[src/rtl/usb_rx_phy.sv]
// usb_rx_phy -- low-speed (1.5 Mb/s) USB receive front end.
//   Synchronises raw D+/D-, recovers bit timing with a simple DPLL, detects
//   SYNC, NRZI-decodes, strips stuffed bits and assembles LSB-first bytes.
//   Optional bus-reset detector is compiled in with `define USB_RX_BUS_RESET_EN.
// Ports:
//   clk        system clock (24 MHz)
//   reset_n    asynchronous active-low reset
//   d_i[1:0]   raw pins, bit1 = D-, bit0 = D+ (asynchronous to clk)
//   rx_en      0 forces the receiver to IDLE (transmitter owns the bus)
//   rx_data    last completed byte, LSB = first bit on the wire
//   rx_valid   1-cycle strobe, rx_data is new
//   rx_active  packet envelope: SYNC completion to EOP/error
//   rx_error   1-cycle strobe on stuff, EOP or line error
//   usb_reset  bus reset detected (level), 0 when the detector is not built
module usb_rx_phy #(
  parameter int CLKS_PER_BIT = 16,
  parameter int RESET_CLKS   = 60
) (
  input  logic       clk,
  input  logic       reset_n,
  input  logic [1:0] d_i,
  input  logic       rx_en,
  output logic [7:0] rx_data,
  output logic       rx_valid,
  output logic       rx_active,
  output logic       rx_error,
  output logic       usb_reset
);

  localparam int PW = $clog2(CLKS_PER_BIT);
  localparam logic [PW-1:0] PH_SAMPLE = PW'(CLKS_PER_BIT/2 - 1);
  localparam logic [PW-1:0] PH_LAST   = PW'(CLKS_PER_BIT - 1);

  localparam logic [1:0] LS_J   = 2'b10;
  localparam logic [1:0] LS_K   = 2'b01;
  localparam logic [1:0] LS_SE0 = 2'b00;
  localparam logic [1:0] LS_SE1 = 2'b11;

  typedef enum logic [2:0] {IDLE, SYNC, DATA, EOP, ERROR} state_t;

  // Synchroniser flops reset to J so a reset on an idle bus sees no edge.
  logic [1:0]    meta_q, line_q, line_prev_q;
  logic [PW-1:0] phase_q, phase_d;
  state_t        state_q, state_d;
  logic [1:0]    samp_q, samp_d;
  logic [2:0]    cnt_q, cnt_d;      // SYNC samples / EOP SE0 samples / ERROR J run
  logic [2:0]    ones_q, ones_d;
  logic [2:0]    bit_q, bit_d;
  logic [7:0]    shift_q, shift_d;
  logic [7:0]    data_q, data_d;
  logic          valid_q, valid_d;
  logic          error_q, error_d;
  logic          se0_seen_q, se0_seen_d;

  logic line_chg, sample, bit_dec, is_jk;

  assign line_chg = (line_q != line_prev_q);
  // Never sample on the cycle the counter is being realigned.
  assign sample   = !line_chg && (phase_q == PH_SAMPLE);
  assign bit_dec  = (line_q == samp_q);
  assign is_jk    = (line_q == LS_J) || (line_q == LS_K);

  always_comb begin
    if (line_chg || phase_q == PH_LAST) phase_d = '0;
    else                                phase_d = phase_q + PW'(1);
  end

  always_comb begin
    state_d    = state_q;
    samp_d     = samp_q;
    cnt_d      = cnt_q;
    ones_d     = ones_q;
    bit_d      = bit_q;
    shift_d    = shift_q;
    data_d     = data_q;
    valid_d    = 1'b0;
    error_d    = 1'b0;
    se0_seen_d = se0_seen_q;
    unique case (state_q)
      IDLE: begin
        if (line_chg && line_prev_q == LS_J && line_q == LS_K) begin
          state_d = SYNC;
          samp_d  = LS_J;
          cnt_d   = '0;
        end
      end
      SYNC: begin
        if (sample) begin
          samp_d = line_q;
          if (!is_jk) state_d = IDLE;
          else if (line_q == LS_K && samp_q == LS_K) begin
            state_d = DATA;
            ones_d  = '0;
            bit_d   = '0;
          end
          else if (cnt_q == 3'd7) state_d = IDLE;
          else cnt_d = cnt_q + 3'd1;
        end
      end
      DATA: begin
        if (sample) begin
          if (line_q == LS_SE0) begin
            state_d = EOP;
            cnt_d   = 3'd1;
          end else if (line_q == LS_SE1) begin
            error_d    = 1'b1;
            state_d    = ERROR;
            cnt_d      = '0;
            se0_seen_d = 1'b0;
          end else begin
            samp_d = line_q;
            if (ones_q == 3'd6) begin
              // Stuff bit slot: a 0 is dropped, a 1 breaks the stuffing rule.
              if (bit_dec) begin
                error_d    = 1'b1;
                state_d    = ERROR;
                cnt_d      = '0;
                se0_seen_d = 1'b0;
              end else ones_d = '0;
            end else begin
              ones_d  = bit_dec ? ones_q + 3'd1 : 3'd0;
              shift_d = {bit_dec, shift_q[7:1]};
              bit_d   = bit_q + 3'd1;
              if (bit_q == 3'd7) begin
                data_d  = {bit_dec, shift_q[7:1]};
                valid_d = 1'b1;
              end
            end
          end
        end
      end
      EOP: begin
        if (sample) begin
          if (line_q == LS_SE0 && cnt_q == 3'd1) cnt_d = 3'd2;
          else if (line_q == LS_J) begin
            state_d = IDLE;
            // 0 or 1 dribble bits are tolerated.
            error_d = (bit_q >= 3'd2);
          end else begin
            error_d    = 1'b1;
            state_d    = ERROR;
            cnt_d      = '0;
            se0_seen_d = (line_q == LS_SE0);
          end
        end
      end
      ERROR: begin
        if (sample) begin
          if (line_q == LS_SE0) begin
            se0_seen_d = 1'b1;
            cnt_d      = '0;
          end else if (line_q == LS_J) begin
            if (se0_seen_q || cnt_q == 3'd7) state_d = IDLE;
            else cnt_d = cnt_q + 3'd1;
          end else begin
            se0_seen_d = 1'b0;
            cnt_d      = '0;
          end
        end
      end
      default: state_d = IDLE;
    endcase
    if (!rx_en) begin
      state_d = IDLE;
      valid_d = 1'b0;
      error_d = 1'b0;
    end
  end

  always_ff @(posedge clk or negedge reset_n) begin
    if (!reset_n) begin
      meta_q      <= LS_J;
      line_q      <= LS_J;
      line_prev_q <= LS_J;
      phase_q     <= '0;
      state_q     <= IDLE;
      samp_q      <= LS_J;
      cnt_q       <= '0;
      ones_q      <= '0;
      bit_q       <= '0;
      shift_q     <= '0;
      data_q      <= '0;
      valid_q     <= 1'b0;
      error_q     <= 1'b0;
      se0_seen_q  <= 1'b0;
    end else begin
      meta_q      <= d_i;
      line_q      <= meta_q;
      line_prev_q <= line_q;
      phase_q     <= phase_d;
      state_q     <= state_d;
      samp_q      <= samp_d;
      cnt_q       <= cnt_d;
      ones_q      <= ones_d;
      bit_q       <= bit_d;
      shift_q     <= shift_d;
      data_q      <= data_d;
      valid_q     <= valid_d;
      error_q     <= error_d;
      se0_seen_q  <= se0_seen_d;
    end
  end

  assign rx_data   = data_q;
  assign rx_valid  = valid_q;
  assign rx_error  = error_q;
  assign rx_active = (state_q == DATA) || (state_q == EOP);

`ifdef USB_RX_BUS_RESET_EN
  localparam int RW = $clog2(RESET_CLKS + 1);
  logic [RW-1:0] se0_cnt_q;

  // Free-running: bus reset must be seen regardless of rx_en or FSM state.
  always_ff @(posedge clk or negedge reset_n) begin
    if (!reset_n)                         se0_cnt_q <= '0;
    else if (line_q != LS_SE0)            se0_cnt_q <= '0;
    else if (se0_cnt_q != RW'(RESET_CLKS)) se0_cnt_q <= se0_cnt_q + RW'(1);
  end

  assign usb_reset = (se0_cnt_q == RW'(RESET_CLKS));
`else
  assign usb_reset = 1'b0;
`endif

endmodule

[config.mk]
export PLATFORM = sky130hd
export DESIGN_NAME = usb_rx_phy
export DESIGN_NICKNAME = d
export VERILOG_FILES = /design/src/rtl/usb_rx_phy.sv
export SDC_FILE = /design/constraint.sdc
export NUM_CORES = 1
export LEC_CHECK = 0
export CORE_AREA = 2 2 94 96
export CTS_CLUSTER_DIAMETER = 80
export DETAILED_ROUTE_END_ITERATION = 8
export DIE_AREA = 0 0 96 98
export GPL_TIMING_DRIVEN = 0
export MAX_ROUTING_LAYER = met4
export PLACE_DENSITY_LB_ADDON = 0.3
export SYNTH_ARGS = -nofsm -noshare
export SYNTH_HDL_FRONTEND = slang
export SYNTH_SLANG_ARGS = --single-unit
export TNS_END_PERCENT = 100
[constraint.sdc]
create_clock -name clk -period 2.5 [get_ports clk]
set_input_delay 0.5 -clock clk [delete_from_list [all_inputs] [get_ports clk]]
set_output_delay 0.5 -clock clk [all_outputs]
set_load 0.005 [all_outputs]
==> results of run 1 <==
-- cells in the final DEF, fill, tap and decap left out, drive strengths merged, types with 4 or more instances in the layout --
| master | count |
|---|---|
| nor2 | 16 |
| dfstp | 4 |
| a21oi | 12 |
| xnor2 | 4 |
| mux2i | 7 |
| inv | 9 |
| nand2 | 18 |
| o21ai | 5 |
| nand3 | 4 |
| mux2 | 20 |
| clkdlybuf4s50 | 14 |
| nor3b | 8 |
| dfrtp | 38 |
| ha | 13 |
| buf | 9 |
| clkbuf | 7 |
-- cells by family (layout without fill, tap and decap cells) --
logic type | Yosys count | after routing | synth area share
XOR/XNOR | 6 | 6 | 0.02760
flip-flops | 42 | 42 | 0.4313
other | 1 | 1 | 0.001531
adder cells (fa/ha/maj) | 13 | 13 | 0.06643
AO/OA/AOI/OAI | 38 | 38 | 0.1191
AND/OR/NAND/NOR | 70 | 70 | 0.1850
multiplexers | 27 | 27 | 0.1329
buffers and inverters | 17 | 42 | 0.03628
-- power groups by stage --
stage,combinational [W],sequential [W],clock (W)
after floorplan,0.000284,0.000769,0
final,0.000389,0.000767,0.000444
after global routing,0.000433,0.000774,0.000487
after detailed placement,0.000375,0.000781,0
after global placement,0.000378,0.000777,0
after CTS,0.000376,0.000768,0.000471
-- registers in the layout (all words and copies together), names as in the netlist --
| name | count |
|---|---|
| phase_q | 4 |
| samp_q | 2 |
| shift_q | 7 |
| state_q | 3 |
| rx_error | 1 |
| rx_valid | 1 |
| bit_q | 3 |
| se0_seen_q | 1 |
| line_prev_q | 2 |
| ones_q | 3 |
| rx_data | 8 |
| line_q | 2 |
| cnt_q | 3 |
| meta_q | 2 |
-- repair_timing --
action,in CTS,in global routing
endpoints found under the hold margin,0,0
setup endpoints to repair,8,4
hold buffers,0,0
gates resized for setup,0,4
buffers inserted,1,0
pin swaps,1,0
gates cloned,0,0
-- metal layers --
| layer | up-vias | routed length, µm |
|---|---|---|
| met5 | - | 0 |
| met4 | 0 | 31 |
| met3 | 3 | 201 |
| met2 | 31 | 2231 |
| met1 | 848 | 2369 |
| li1 | 818 | - |
-- stage by stage --
step / util / total power, W / setup TNS [ps] / worst slack, ps / hold WS [ps]
finish: 0.3395 / 0.001601 / 0 / 175.5 / 99.55
detailed placement: 0.3247 / 0.001156 / 0 / 0.7423 / 336.3
CTS: 0.3377 / 0.001615 / 0 / 1.566 / 102.9
global route: 0.3395 / 0.001694 / 0 / 43.08 / 120.3
global placement: 0.3229 / 0.001155 / -7859 / -206.4 / 339.1
floorplan: - / 0.001054 / 0 / 304.0 / 204.4
-- path summary, 6_finish.rpt --
kind,start,to,slack (ps),cells past startpoint
setup / recovery,line_q[1],ones_q[1],180,8
hold / removal,reset_n,phase_q[3],100,1
setup reg to reg,line_q[1],ones_q[1],180,8
hold reg to reg,meta_q[0],line_q[0],360,0
max in group asynchronous,reset_n,samp_q[1],1860,2
min in group clk,meta_q[0],line_q[0],360,0
-- worst max-delay path, stage by stage, from the launching register on --
cell and delay, ps:
dfstp_2 650, inv_1 110, ha_1 180, buf_2 200
nor2_2 210, o22ai_1 110, a21oi_2 200, o31a_1 220
mux2_1 330
-- layout make-up --
class                      instances  area share
buffer                             8     0.01916
clock buffer                       5     0.02394
clock inverter                     3    0.007401
inverter                           9     0.01175
multi-input combinational        155      0.4584
sequential                        42      0.3679
tap                              108     0.04702
timing repair buffer              17     0.06443
==> impl_metrics.csv, run 1 <==
group,metric,value,unit
timing,max_freq,430.2,MHz
power_and_ir_drop,p_comb_frac,0.243,
timing,worst_pin_slew,544.6,ps
layout,multi_input_area,1318,µm²
place,place.gp.congestion,0.9139,
power_and_ir_drop,switching_share,0.3256,
routing,dr.pass1.iters,4,
power_and_ir_drop,pwr-share-clk,0.278,
timing,finalCriticalPeriod,2325,ps
power_and_ir_drop,p_int,0.001080,W
timing,slew_viol_final,0,
synth,synth.most_common_cell,"dfrtp_1",
power_and_ir_drop,powerDensity,557.0,nW/µm²
routing,finalWirelength,4834,µm
layout,n_fill_cell,843,
worst_setup_path,path_max_fanout,10,
worst_hold_path,hp-class,"input port to async pin",
grt,met1_usage,0.1609,
die,start_util,0.2892,
cts,cts_tree,"done",
synth,async_flop_share,1.000,
die,rows,34,
synth,syn_inst,214,
die,die_x,96,µm
cts,cts_root_buf,"clkbuf_8",
die,core_area,8466,µm²
synth,ys_seq_area_frac,0.4313,
place,placedCellCount,338,
layout,final_area,2874,µm²
die,io_pins,17,
synth,synth_edf_count,0,
flow_run,maxCapViolCount,0,
synth,yosys_warnings,0,
synth,syn-num-nets,232,
layout,drive_gt1_frac,0.1967,
die,die-area,9408,µm²
worst_setup_path,arrival,2510,ps
worst_setup_path,critPathLaunchType,"register",
synth,synth_top_cell_by_area,"dfrtp_1",
synth,synth_flop_cell,"dfrtp_1",
power_and_ir_drop,ir_drop,0.0002111,V
routing,via_count,1700,
power_and_ir_drop,power.leakage,1.248,nW
synth,synth_common_cells,"dfrtp_1, nand2_1, nor2_1, ha_1, mux2_1",
grt,grt.total_usage,0.1144,
layout,syn2layout_area_growth,17.37,%
grt,grt_pass1_wl,8286,µm
worst_setup_path,end_kind,"register",
synth,synthTopCellsByArea,"dfrtp_1, ha_1, mux2_1, mux2_4, dfstp_2",
cts,clk_path_buf_depth,2,
routing,drtIter0Drc,96,
routing,via_per_inst,4.899,
layout,seqCellArea,1057,µm²
synth,yosysUniqueCellTypes,61,
timing,relSlewSlack,0.6356,
power_and_ir_drop,power_switching,0.0005211,W
cts,clk_pin_slew,80,ps
synth,yosys.area.top_type_share,0.3883,
cts,clkLatencyLatePin,300,ps
synth,syn_area,2449,µm²
place,placed_cell_area,2749,µm²
grt,top_usage_layer,"met1",
timing,min_period_over_period,0.9298,
layout,fin_cells,347,
worst_setup_path,cp.required,2680,ps
grt,antenna_found_initial,0,
die,die_h,98,µm
cts,numClockSinks,42,
timing,hold_violations,0,
grt,met2_usage,0.1608,
status,status,"finished, final reports clean",
timing,rsz0062_at_grt,"no",
grt,use_met3,0.02623,
layout,nets,256,
routing,drtAntennaViolNets,0,
grt,grt-ovfl-total,0,
place,place_hpwl,3525,µm
place,portBuffers,15,
power_and_ir_drop,seq_power_share,0.479,
grt,grt_max_degree,30,
routing,wire_per_inst,13.93,µm
timing,setup_violations,0,
timing,clock_skew,3.747,ps
worst_setup_path,critPathKind,"register to register",
synth,synth.avg_cell_area,11.44,µm²
synth,ys_ff_latch,42,
cts,cts_buffers,5,
routing,drc,0,
layout,diodes,0,
cts,htreeDepth,2,
grt,first_global_vias,1655,
Power figures use the tool's default switching activity.
==> run 2, diff against run 1 <==
--- a/config.mk
+++ b/config.mk
@@ -5,10 +5,10 @@
 export SDC_FILE = /design/constraint.sdc
 export NUM_CORES = 1
 export LEC_CHECK = 0
-export CORE_AREA = 2 2 94 96
+export CORE_AREA = 2 2 77 79
 export CTS_CLUSTER_DIAMETER = 80
 export DETAILED_ROUTE_END_ITERATION = 8
-export DIE_AREA = 0 0 96 98
+export DIE_AREA = 0 0 79 81
 export GPL_TIMING_DRIVEN = 0
 export MAX_ROUTING_LAYER = met4
 export PLACE_DENSITY_LB_ADDON = 0.3
==> impl_metrics.csv, run 2 (synthesis gave the netlist of run 1 again) <==
group,metric,value,unit
cts,cts_tree,"done",
timing,hold-worst-slack,110.2,ps
layout,layout_commonest_cell,"dfrtp_1",
die,die-area,6399,µm²
die,rows,28,
power_and_ir_drop,p_int,0.001082,W
power_and_ir_drop,power_switching,0.0005240,W
die,core_area,5675,µm²
grt,grt_max_degree,28,
routing,via_count,1703,
timing,min_period_over_period,0.9181,
worst_setup_path,path_buf_inv,2,
power_and_ir_drop,switching_share,0.3263,
cts,clkLatencyLatePin,300,ps
layout,layout_common_cells,"dfrtp_1, nand2_1, nor2_1, clkdlybuf4s50_1, ha_1",
worst_setup_path,r2r_end,"se0_seen_q",
cts,clk_pin_slew,90,ps
layout,largest_register_ffs,8,
place,dpl_worst_slack,29.52,ps
timing,hold_violations,0,
grt,grt-ovfl-total,0,
timing,worst_pin_slew,537.0,ps
layout,final_area,2828,µm²
layout,syn2layout_area_growth,15.48,%
die,die_x,79,µm
routing,drtIter0Drc,141,
place,placed_cell_area,2708,µm²
worst_setup_path,end_kind,"register",
timing,slew_viol_final,0,
grt,first_global_vias,1668,
die,die_h,81,µm
grt,antenna_found_initial,0,
timing,finalCriticalPeriod,2295,ps
worst_setup_path,critPathKind,"register to register",
die,start_util,0.4314,
layout,nets,256,
routing,dr.pass1.iters,4,
timing,clock_skew,8.972,ps
routing,wire_per_inst,14.84,µm
worst_setup_path,path_max_fanout,10,
layout,final_util,0.4982,
cts,clk_path_buf_depth,2,
worst_setup_path,cp_slowest_cell,"dfstp_2",
worst_setup_path,worst-path-stages,7,
routing,drc,0,
timing,max_freq,435.7,MHz
worst_setup_path,cp-endpoint,"se0_seen_q",
power_and_ir_drop,power.leakage,1.244,nW
worst_setup_path,regToRegSetupSlack,200,ps
cts,cts_root_buf,"clkbuf_8",
power_and_ir_drop,powerDensity,567.9,nW/µm²
routing,finalWirelength,4660,µm
routing,drtAntennaViolNets,0,
timing,setup_violations,0,
timing,rsz0062_at_grt,"no",
die,io_pins,17,
worst_setup_path,cp.required,2690,ps
worst_setup_path,ff2ff_path_depth,7,
worst_setup_path,critical_path.startpoint,"line_q[1]",
routing,via_per_inst,5.424,
timing,relSlewSlack,0.6393,
worst_setup_path,critPathMaxStageDelay,640,ps
place,place.gp.congestion,0.9784,
worst_hold_path,hp-class,"input port to async pin",
grt,grt_pass1_wl,8135,µm
worst_setup_path,r2r-start,"line_q[1]",
flow_run,maxCapViolCount,0,
grt,grt.total_usage,0.1695,
layout,diodes,0,
power_and_ir_drop,p_comb_frac,0.240,
power_and_ir_drop,total_power,0.001606,W
place,portBuffers,15,
power_and_ir_drop,ir_drop,0.0003069,V
timing,fin_ws,204.7,ps
worst_setup_path,crit_chain,"inv_1, ha_1, buf_2, mux2i_1, a21oi_1, a2111oi_2, mux2_1",
cts,numClockSinks,42,
worst_setup_path,critPathLaunchType,"register",
status,status,"finished, final reports clean",
layout,drive_gt1_frac,0.1883,
worst_setup_path,arrival,2480,ps
place,place_hpwl,3425,µm
cts,cts_buffers,5,
power_and_ir_drop,seq_power_share,0.477,
power_and_ir_drop,pwr-share-clk,0.283,
cts,htreeDepth,2,
worst_setup_path,crit_family,"flip-flops",
## run 2: how the worst min path moves through the flow
stage	start	to	cells after the start
global route	reset_n	bit_q[0]	1
CTS	reset_n	ones_q[2]	1
detailed placement	meta_q[1]	line_q[1]	0
finish	reset_n	ones_q[2]	1
floorplan	reset_n	bit_q[0]	0
global placement	meta_q[0]	line_q[0]	0
## run 2: cell type report
class                   count  area, µm²
plain buffers               8      55.05
clock buffers               5      68.82
clock inverters             3      25.02
fillers                   532       2848
inverters                   9      33.78
multi-input cells         155       1310
flip-flops and latches     42       1056
well taps                  75      93.84
repair buffers             17      185.2
## run 2: what timing repair did
action / CTS / global route
hold buffers: 0 / 0
gates resized for setup: 0 / 2
setup buffers: 0 / 1
endpoints found under the setup margin: 0 / 11
## run 2: power by group through the flow
stage | Clock, W | Combinational, W | Sequential, W
2_1_floorplan | 0 | 0.000284 | 0.000769
3_3_place_gp | 0 | 0.000371 | 0.000776
3_5_place_dp | 0 | 0.000377 | 0.000779
4_1_cts | 0.000476 | 0.000378 | 0.000765
5_1_grt | 0.000513 | 0.000427 | 0.000773
6_report | 0.000455 | 0.000385 | 0.000765
## run 2: metrics by stage
step                TNS [ps]  cells
floorplan                  0    214
global placement       -6048    304
detailed placement         0    305
CTS                        0    313
global route               0    314
finish                     0    314
## run 2: per-layer routing
layer	global-route usage	vias to the layer above	share of wire	routed length, µm
li1	-	822	-	-
met1	0.2270	830	0.47	2199
met2	0.2466	41	0.46	2145
met3	0.03667	10	0.042	194
met4	0.07931	0	0.026	120
met5	-	-	0	0
==> run 3, diff against run 2 <==
--- a/config.mk
+++ b/config.mk
@@ -10,6 +10,7 @@
 export DETAILED_ROUTE_END_ITERATION = 8
 export DIE_AREA = 0 0 79 81
 export GPL_TIMING_DRIVEN = 0
+export HOLD_SLACK_MARGIN = 0.1
 export MAX_ROUTING_LAYER = met4
 export PLACE_DENSITY_LB_ADDON = 0.3
 export SYNTH_ARGS = -nofsm -noshare
==> results of run 3 <==
The final DEF is identical to that of run 2; final timing and power are the same.
